## src/rtl/instr_pkg.sv

```systemverilog
// Shared types for the instruction issue controller: instruction classes, FSM states,
// ARM condition-code constants and the condition evaluation function.
package instr_pkg;

    typedef enum logic [2:0] {
        CLS_NONE = 3'd0,
        CLS_DP   = 3'd1,
        CLS_MUL  = 3'd2,
        CLS_MEM  = 3'd3,
        CLS_BR   = 3'd4,
        CLS_UND  = 3'd5
    } cls_t;

    typedef enum logic [2:0] {
        ST_IDLE = 3'd0,
        ST_EXEC = 3'd1,
        ST_MULW = 3'd2,
        ST_MEMW = 3'd3,
        ST_BRW  = 3'd4
    } state_t;

    localparam logic [3:0] COND_EQ = 4'h0;
    localparam logic [3:0] COND_NE = 4'h1;
    localparam logic [3:0] COND_CS = 4'h2;
    localparam logic [3:0] COND_CC = 4'h3;
    localparam logic [3:0] COND_MI = 4'h4;
    localparam logic [3:0] COND_PL = 4'h5;
    localparam logic [3:0] COND_VS = 4'h6;
    localparam logic [3:0] COND_VC = 4'h7;
    localparam logic [3:0] COND_HI = 4'h8;
    localparam logic [3:0] COND_LS = 4'h9;
    localparam logic [3:0] COND_GE = 4'hA;
    localparam logic [3:0] COND_LT = 4'hB;
    localparam logic [3:0] COND_GT = 4'hC;
    localparam logic [3:0] COND_LE = 4'hD;
    localparam logic [3:0] COND_AL = 4'hE;
    localparam logic [3:0] COND_NV = 4'hF;

    // NV returns pass; the caller reclassifies it as undefined instead of skipping it.
    function automatic logic cond_pass(input logic [3:0] cond, input logic [3:0] nzcv);
        logic n, z, c, v;
        logic res;
        {n, z, c, v} = nzcv;
        case (cond)
            COND_EQ: res = z;
            COND_NE: res = ~z;
            COND_CS: res = c;
            COND_CC: res = ~c;
            COND_MI: res = n;
            COND_PL: res = ~n;
            COND_VS: res = v;
            COND_VC: res = ~v;
            COND_HI: res = c & ~z;
            COND_LS: res = ~c | z;
            COND_GE: res = (n == v);
            COND_LT: res = (n != v);
            COND_GT: res = ~z & (n == v);
            COND_LE: res = z | (n != v);
            default: res = 1'b1;
        endcase
        return res;
    endfunction

endpackage

```

## src/rtl/instr_class_decode.sv

```systemverilog
// Combinational ARM instruction-class decoder; multiply is checked first because its
// encoding overlaps the data-processing space.
module instr_class_decode
    import instr_pkg::*;
(
    input  logic [31:0] instr_i,
    output cls_t        cls_o
);

    logic unused_bits;
    assign unused_bits = ^{instr_i[31:28], instr_i[21:8], instr_i[3:0]};

    always_comb begin
        cls_o = CLS_UND;
        if (instr_i[27:22] == 6'b000000 && instr_i[7:4] == 4'b1001) begin
            cls_o = CLS_MUL;
        end else if (instr_i[27:26] == 2'b00) begin
            cls_o = CLS_DP;
        end else if (instr_i[27:26] == 2'b01) begin
            cls_o = CLS_MEM;
        end else if (instr_i[27:25] == 3'b101) begin
            cls_o = CLS_BR;
        end
    end

endmodule

```

## src/rtl/instr_issue_ctrl.sv

```systemverilog
// Single-issue sequencer: accepts one instruction, drives the matching execute unit and
// pulses done on retire. Optional condition-code gating is enabled by COND_CHECK_EN.
module instr_issue_ctrl
    import instr_pkg::*;
#(
    parameter int MUL_LAT     = 3,
    parameter int BR_PENALTY  = 2,
    parameter int MEM_TIMEOUT = 15
) (
    input  logic        clock,
    input  logic        reset_n,
    input  logic        in_valid,
    output logic        in_ready,
    input  logic [31:0] instruction,
    input  logic [3:0]  flags_nzcv,
    output logic        alu_start,
    output logic        mul_start,
    output logic        mem_req,
    output logic        mem_we,
    input  logic        mem_ack,
    output logic        flush,
    output cls_t        cls,
    output logic        done,
    output logic        err
);

    localparam int MW = $clog2(MUL_LAT + 1);
    localparam int TW = $clog2(MEM_TIMEOUT + 1);
    localparam int BW = (BR_PENALTY > 0) ? $clog2(BR_PENALTY + 1) : 1;

    state_t        state_q, state_d;
    cls_t          cls_q, cls_d;
    logic          we_q, we_d;
    logic          err_q, err_d;
    logic          skip_q, skip_d;
    logic [MW-1:0] mcnt_q, mcnt_d;
    logic [TW-1:0] tcnt_q, tcnt_d;
    logic [BW-1:0] bcnt_q, bcnt_d;

    cls_t dec_cls;
    cls_t acc_cls;
    logic acc_skip;

    instr_class_decode u_decode (
        .instr_i (instruction),
        .cls_o   (dec_cls)
    );

`ifdef COND_CHECK_EN
    assign acc_cls  = (instruction[31:28] == COND_NV) ? CLS_UND : dec_cls;
    assign acc_skip = ~cond_pass(instruction[31:28], flags_nzcv);
`else
    logic unused_flags;
    assign unused_flags = ^flags_nzcv;
    assign acc_cls  = dec_cls;
    assign acc_skip = 1'b0;
`endif

    always_ff @(posedge clock or negedge reset_n) begin
        if (!reset_n) begin
            state_q <= ST_IDLE;
            cls_q   <= CLS_NONE;
            we_q    <= 1'b0;
            err_q   <= 1'b0;
            skip_q  <= 1'b0;
            mcnt_q  <= '0;
            tcnt_q  <= '0;
            bcnt_q  <= '0;
        end else begin
            state_q <= state_d;
            cls_q   <= cls_d;
            we_q    <= we_d;
            err_q   <= err_d;
            skip_q  <= skip_d;
            mcnt_q  <= mcnt_d;
            tcnt_q  <= tcnt_d;
            bcnt_q  <= bcnt_d;
        end
    end

    always_comb begin
        state_d = state_q;
        cls_d   = cls_q;
        we_d    = we_q;
        err_d   = err_q;
        skip_d  = skip_q;
        mcnt_d  = mcnt_q;
        tcnt_d  = tcnt_q;
        bcnt_d  = bcnt_q;
        case (state_q)
            ST_IDLE: begin
                if (in_valid) begin
                    cls_d  = acc_cls;
                    we_d   = ~instruction[20];
                    skip_d = acc_skip;
                    err_d  = (acc_cls == CLS_UND) && !acc_skip;
                    mcnt_d = MW'(1);
                    tcnt_d = TW'(1);
                    bcnt_d = '0;
                    if (acc_skip) begin
                        state_d = ST_EXEC;
                    end else begin
                        case (acc_cls)
                            CLS_MUL: state_d = ST_MULW;
                            CLS_MEM: state_d = ST_MEMW;
                            CLS_BR:  state_d = ST_BRW;
                            default: state_d = ST_EXEC;
                        endcase
                    end
                end
            end
            ST_EXEC: state_d = ST_IDLE;
            ST_MULW: begin
                if (mcnt_q == MW'(MUL_LAT)) state_d = ST_IDLE;
                else                        mcnt_d  = mcnt_q + MW'(1);
            end
            // Ack wins over a timeout expiring in the same cycle; both retire through EXEC.
            ST_MEMW: begin
                if (mem_ack) begin
                    state_d = ST_EXEC;
                    err_d   = 1'b0;
                end else if (tcnt_q == TW'(MEM_TIMEOUT)) begin
                    state_d = ST_EXEC;
                    err_d   = 1'b1;
                end else begin
                    tcnt_d  = tcnt_q + TW'(1);
                end
            end
            ST_BRW: begin
                if (bcnt_q == BW'(BR_PENALTY)) state_d = ST_IDLE;
                else                           bcnt_d  = bcnt_q + BW'(1);
            end
            default: state_d = ST_IDLE;
        endcase
    end

    always_comb begin
        in_ready  = (state_q == ST_IDLE);
        alu_start = (state_q == ST_EXEC) && (cls_q == CLS_DP) && !skip_q;
        mul_start = (state_q == ST_MULW) && (mcnt_q == MW'(1));
        mem_req   = (state_q == ST_MEMW);
        mem_we    = (state_q == ST_MEMW) && we_q;
        flush     = (state_q == ST_BRW) && (bcnt_q == '0);
        done      = (state_q == ST_EXEC)
                 || ((state_q == ST_MULW) && (mcnt_q == MW'(MUL_LAT)))
                 || ((state_q == ST_BRW) && (bcnt_q == BW'(BR_PENALTY)));
        err       = (state_q == ST_EXEC) && err_q;
        cls       = (state_q == ST_IDLE) ? CLS_NONE : cls_q;
    end

endmodule

```

## config.mk

```make
export PLATFORM = sky130hd
export DESIGN_NAME = instr_issue_ctrl
export DESIGN_NICKNAME = d
export VERILOG_FILES = /design/src/rtl/instr_pkg.sv /design/src/rtl/instr_class_decode.sv /design/src/rtl/instr_issue_ctrl.sv
export SDC_FILE = /design/constraint.sdc
export NUM_CORES = 1
export LEC_CHECK = 0
export ABC_AREA = 0
export CAP_MARGIN = 30
export CORE_ASPECT_RATIO = 0.9
export CORE_MARGIN = 8
export CORE_UTILIZATION = 39
export DETAILED_ROUTE_END_ITERATION = 10
export PLACE_DENSITY = 0.79
export SYNTH_ARGS = -nofsm -noshare
export SYNTH_HDL_FRONTEND = slang
export SYNTH_SLANG_ARGS = --single-unit
```

## constraint.sdc

```tcl
create_clock -name clock -period 1.9 [get_ports clock]
set_input_delay 0.38 -clock clock [delete_from_list [all_inputs] [get_ports clock]]
set_output_delay 0.38 -clock clock [all_outputs]
set_load 0.01 [all_outputs]
```

==> summary.md <==
| Metric | Value |
|---|---|
| Status | finished clean |
| Average cell area after synthesis | 9.23 sq um |
| Die X | 69.0 microns |
| Crit path DAT | 2050 ps |
| Worst r2r src | state_q[2]$_DFFE_PN0P_ |
| RSZ-0062 raised after global routing | false |
| Worst Max-Slew Pin Slew | 517 ps |
| Largest vdd supply drop | 844 uV |
| Total GRT Usage | 11.0% |
| Layout fillers | 213 |
| Final nets | 196 |
| Synth Cell Area | 987 sq um |
| Vias in the first global route | 929 |
| P_int | 1.18 mW |
| Required @ worst endpoint | 2100 ps |
| Pleak | 0.675 nW |
| Peak Freq | 540 MHz |
| Diodes inserted | 0 |
| Number of DRC markers in iteration 0 | 25 |
| Rows | 17 |
| Layout cells sized above 1 | 26.0% |
| Gpl congestion | 0.865 |
| Mapped Nets | 152 |
| Most common cell after layout, fill and taps aside | buf_4 |
| Net switching power figure | 0.714 mW |
| Max Slew Vio Count | 0 |
| Unique masters post-synth | 38 |
| Placed cells | 171 |
| CTS tree | done |
| Post-route DRC | 0 |
| First-pass GRT wire length | 4170 microns |
| Startpoint Class | flop |
| Total grt overflow | 0 |
| Antenna Nets Post-Route | 0 |
| DP HPWL | 2010 microns |
| Hold crit path type | input pin to asynchronous set/reset pin |
| CP endpoint kind | flop |
| Layout Skew | 0.572 ps |
| Root buf cell | clkbuf_4 |
| Worst-path fanout max | 8 |
| Most frequent cells in the layout | buf_4 (20), dfrtp_1 (15), clkdlybuf4s50_1 (14) |
| First-pass DRT Iterations | 4 |
| Synth Register Bits | 16 |
| Setup violators final | 0 |
| Flop pwr share | 30.6% |
| Mapped Cells | 107 |
| Worst-path clk slew | 90 ps |
| Buffers on Ports | 25 |
| Synth warn | 0 |
| # IOs | 51 |
| Non-filler instance count after layout | 178 |
| Logic gate share of total power | 57.6% |
| Vias | 963 |
| Worst rel slew slack | 65.0% |
| Clk_lat worst skew | 290 ps |
| Initial antenna violation count | 0 |
| Fin crit share | 97.5% |
| Core area | 2420 sq um |
| Hold_buf cts | 0 |
| Net Sw Frac | 37.8% |
| Clock power share | 11.8% |
| Max clock buf depth | 2 |
| FF-to-FF setup slack | 50 ps |
| Initial core utilization | 40.7% |
| Hold Fails Final Rpt | 0 |
| Worst Setup EP | mcnt_q[1]$_DFFE_PN0P_ |
| Die area | 4400 sq um |
| Overall power | 1.89 mW |
| Register area share after synthesis | 40.6% |
| H-tree Lvls | 1 |
| Pin count of the biggest net entering global routing | 17 |
| FF-to-FF End | mcnt_q[1]$_DFFE_PN0P_ |
| Critical path origin | state_q[2]$_DFFE_PN0P_ |
| Layout area overhead | 45.8% |
| Via density | 5.41 |
| Pwr Density | 1310 nW/um^2 |
| Crit Path Class | flop to flop |
| CTS Buf Count | 3 |
| Max-cap viol count | 0 |
| Total wire length | 2540 microns |
| R2R depth | 5 |
| Die Ht | 63.7 microns |
| Fin crit period | 1850 ps |
| DR WL/cell | 14.3 microns |
| CTS Sinks | 16 |
-- synthesized netlist by cell type --
master / count / share of area [%]
nand3b_1: 1 / 0.76
mux2_2: 1 / 1.1
and2_1: 1 / 0.63
buf_2: 2 / 1.0
o22ai_1: 1 / 0.63
nand2b_1: 1 / 0.63
inv_1: 7 / 2.7
o31ai_1: 3 / 2.3
ha_1: 5 / 6.3
clkbuf_1: 4 / 1.5
nand4bb_1: 1 / 1.1
nor4b_1: 3 / 2.7
o32ai_1: 1 / 0.89
a31oi_1: 2 / 1.3
nor3_1: 3 / 1.5
or4_1: 1 / 0.76
or4b_2: 1 / 1.0
o21ai_0: 5 / 2.5
and3b_1: 1 / 0.89
a21oi_1: 2 / 1.0
buf_1: 1 / 0.38
a2bb2oi_1: 2 / 1.8
a31o_2: 1 / 0.89
and3_1: 4 / 2.5
mux2i_1: 3 / 3.0
a221oi_1: 1 / 0.89
dfrtp_1: 16 / 41
and4bb_2: 1 / 1.3
o221a_2: 1 / 1.1
nor4bb_1: 1 / 1.0
nand2_1: 12 / 4.6
nor2_1: 5 / 1.9
o21a_1: 1 / 0.76
nor2b_1: 4 / 2.5
a2111o_1: 1 / 1.1
or4b_1: 1 / 1.0
a21boi_0: 1 / 0.76
nand3_1: 5 / 2.5
-- sequential cells by signal (all words and copies together) (netlist names) --
signal,flops
bcnt_q,2
cls_q,3
err_q,1
mcnt_q,2
state_q,3
tcnt_q,4
we_q,1
-- final cells by class --
type | count | area, sq um | area share (%)
multi-input cells | 77 | 553 | 38.4
repair buffers | 46 | 387 | 26.9
well taps | 28 | 35.0 | 2.43
inverters | 7 | 26.3 | 1.83
clock buffers | 4 | 36.3 | 2.52
flip-flops and latches | 16 | 402 | 27.9
-- worst min-delay path by stage --
stage,slack [ps],endpoint,depth (start not counted),start
floorplan,80,bcnt_q[0]$_DFFE_PN0P_,0,reset_n
global placement,460,we_q$_DFFE_PN0P_,2,we_q$_DFFE_PN0P_
CTS,410,mcnt_q[1]$_DFFE_PN0P_,2,reset_n
finish,410,mcnt_q[1]$_DFFE_PN0P_,2,reset_n
global route,420,mcnt_q[1]$_DFFE_PN0P_,2,reset_n
detailed placement,480,we_q$_DFFE_PN0P_,2,we_q$_DFFE_PN0P_
-- critical path, cell delays in order, from the launching register on --
cell and delay, ps:
dfrtp_1 410, buf_4 170, buf_4 140, or4b_1 530
a2111o_1 440, o31ai_1 70
-- per-layer routing --
layer  share of wire (%)  vias up  wire length, microns  global-route usage (%)
met3                 6.0        2                   152                    4.32
met5                   0        -                     0                       0
li1                    -      478                     -                       -
met2                  45       28                  1150                    17.7
met1                  48      455                  1220                    13.6
met4                0.55        0                    14                    2.30
-- power by group through the flow --
stage	Combinational, mW	Clock [mW]	Sequential (mW)
6_report	1.09	0.224	0.578
5_1_grt	1.20	0.243	0.596
4_1_cts	1.04	0.233	0.573
3_5_place_dp	1.08	0	0.579
3_3_place_gp	1.04	0	0.567
2_1_floorplan	0.558	0	0.537
-- stage by stage --
step,instance area (sq um),util (%),hold slack [ps],TNS [ps],worst slack [ps]
after global routing,1440,59.3,422,0,5.74
after global placement,1380,56.9,459,-139,-59.9
after detailed placement,1380,56.9,476,-191,-60.7
final,1440,59.3,409,0,48.0
after CTS,1420,58.5,412,0,5.62
after floorplan,987,-,84.4,0,255
-- repair_timing --
action                     CTS  global route
setup endpoints to repair   11             9
buffers inserted             1             2
gates resized for setup     16            17
-- cell families (layout without fill, tap and decap cells) --
group	count (synthesis)	in the layout	synth area share (%)
simple gates	46	46	27.4
flops	16	16	40.6
buf+inv	14	57	5.58
fa+ha+maj	5	5	6.34
mux	4	4	4.18
compound gates	22	22	16.0
Note: power is estimated with default switching activity, not from simulation.
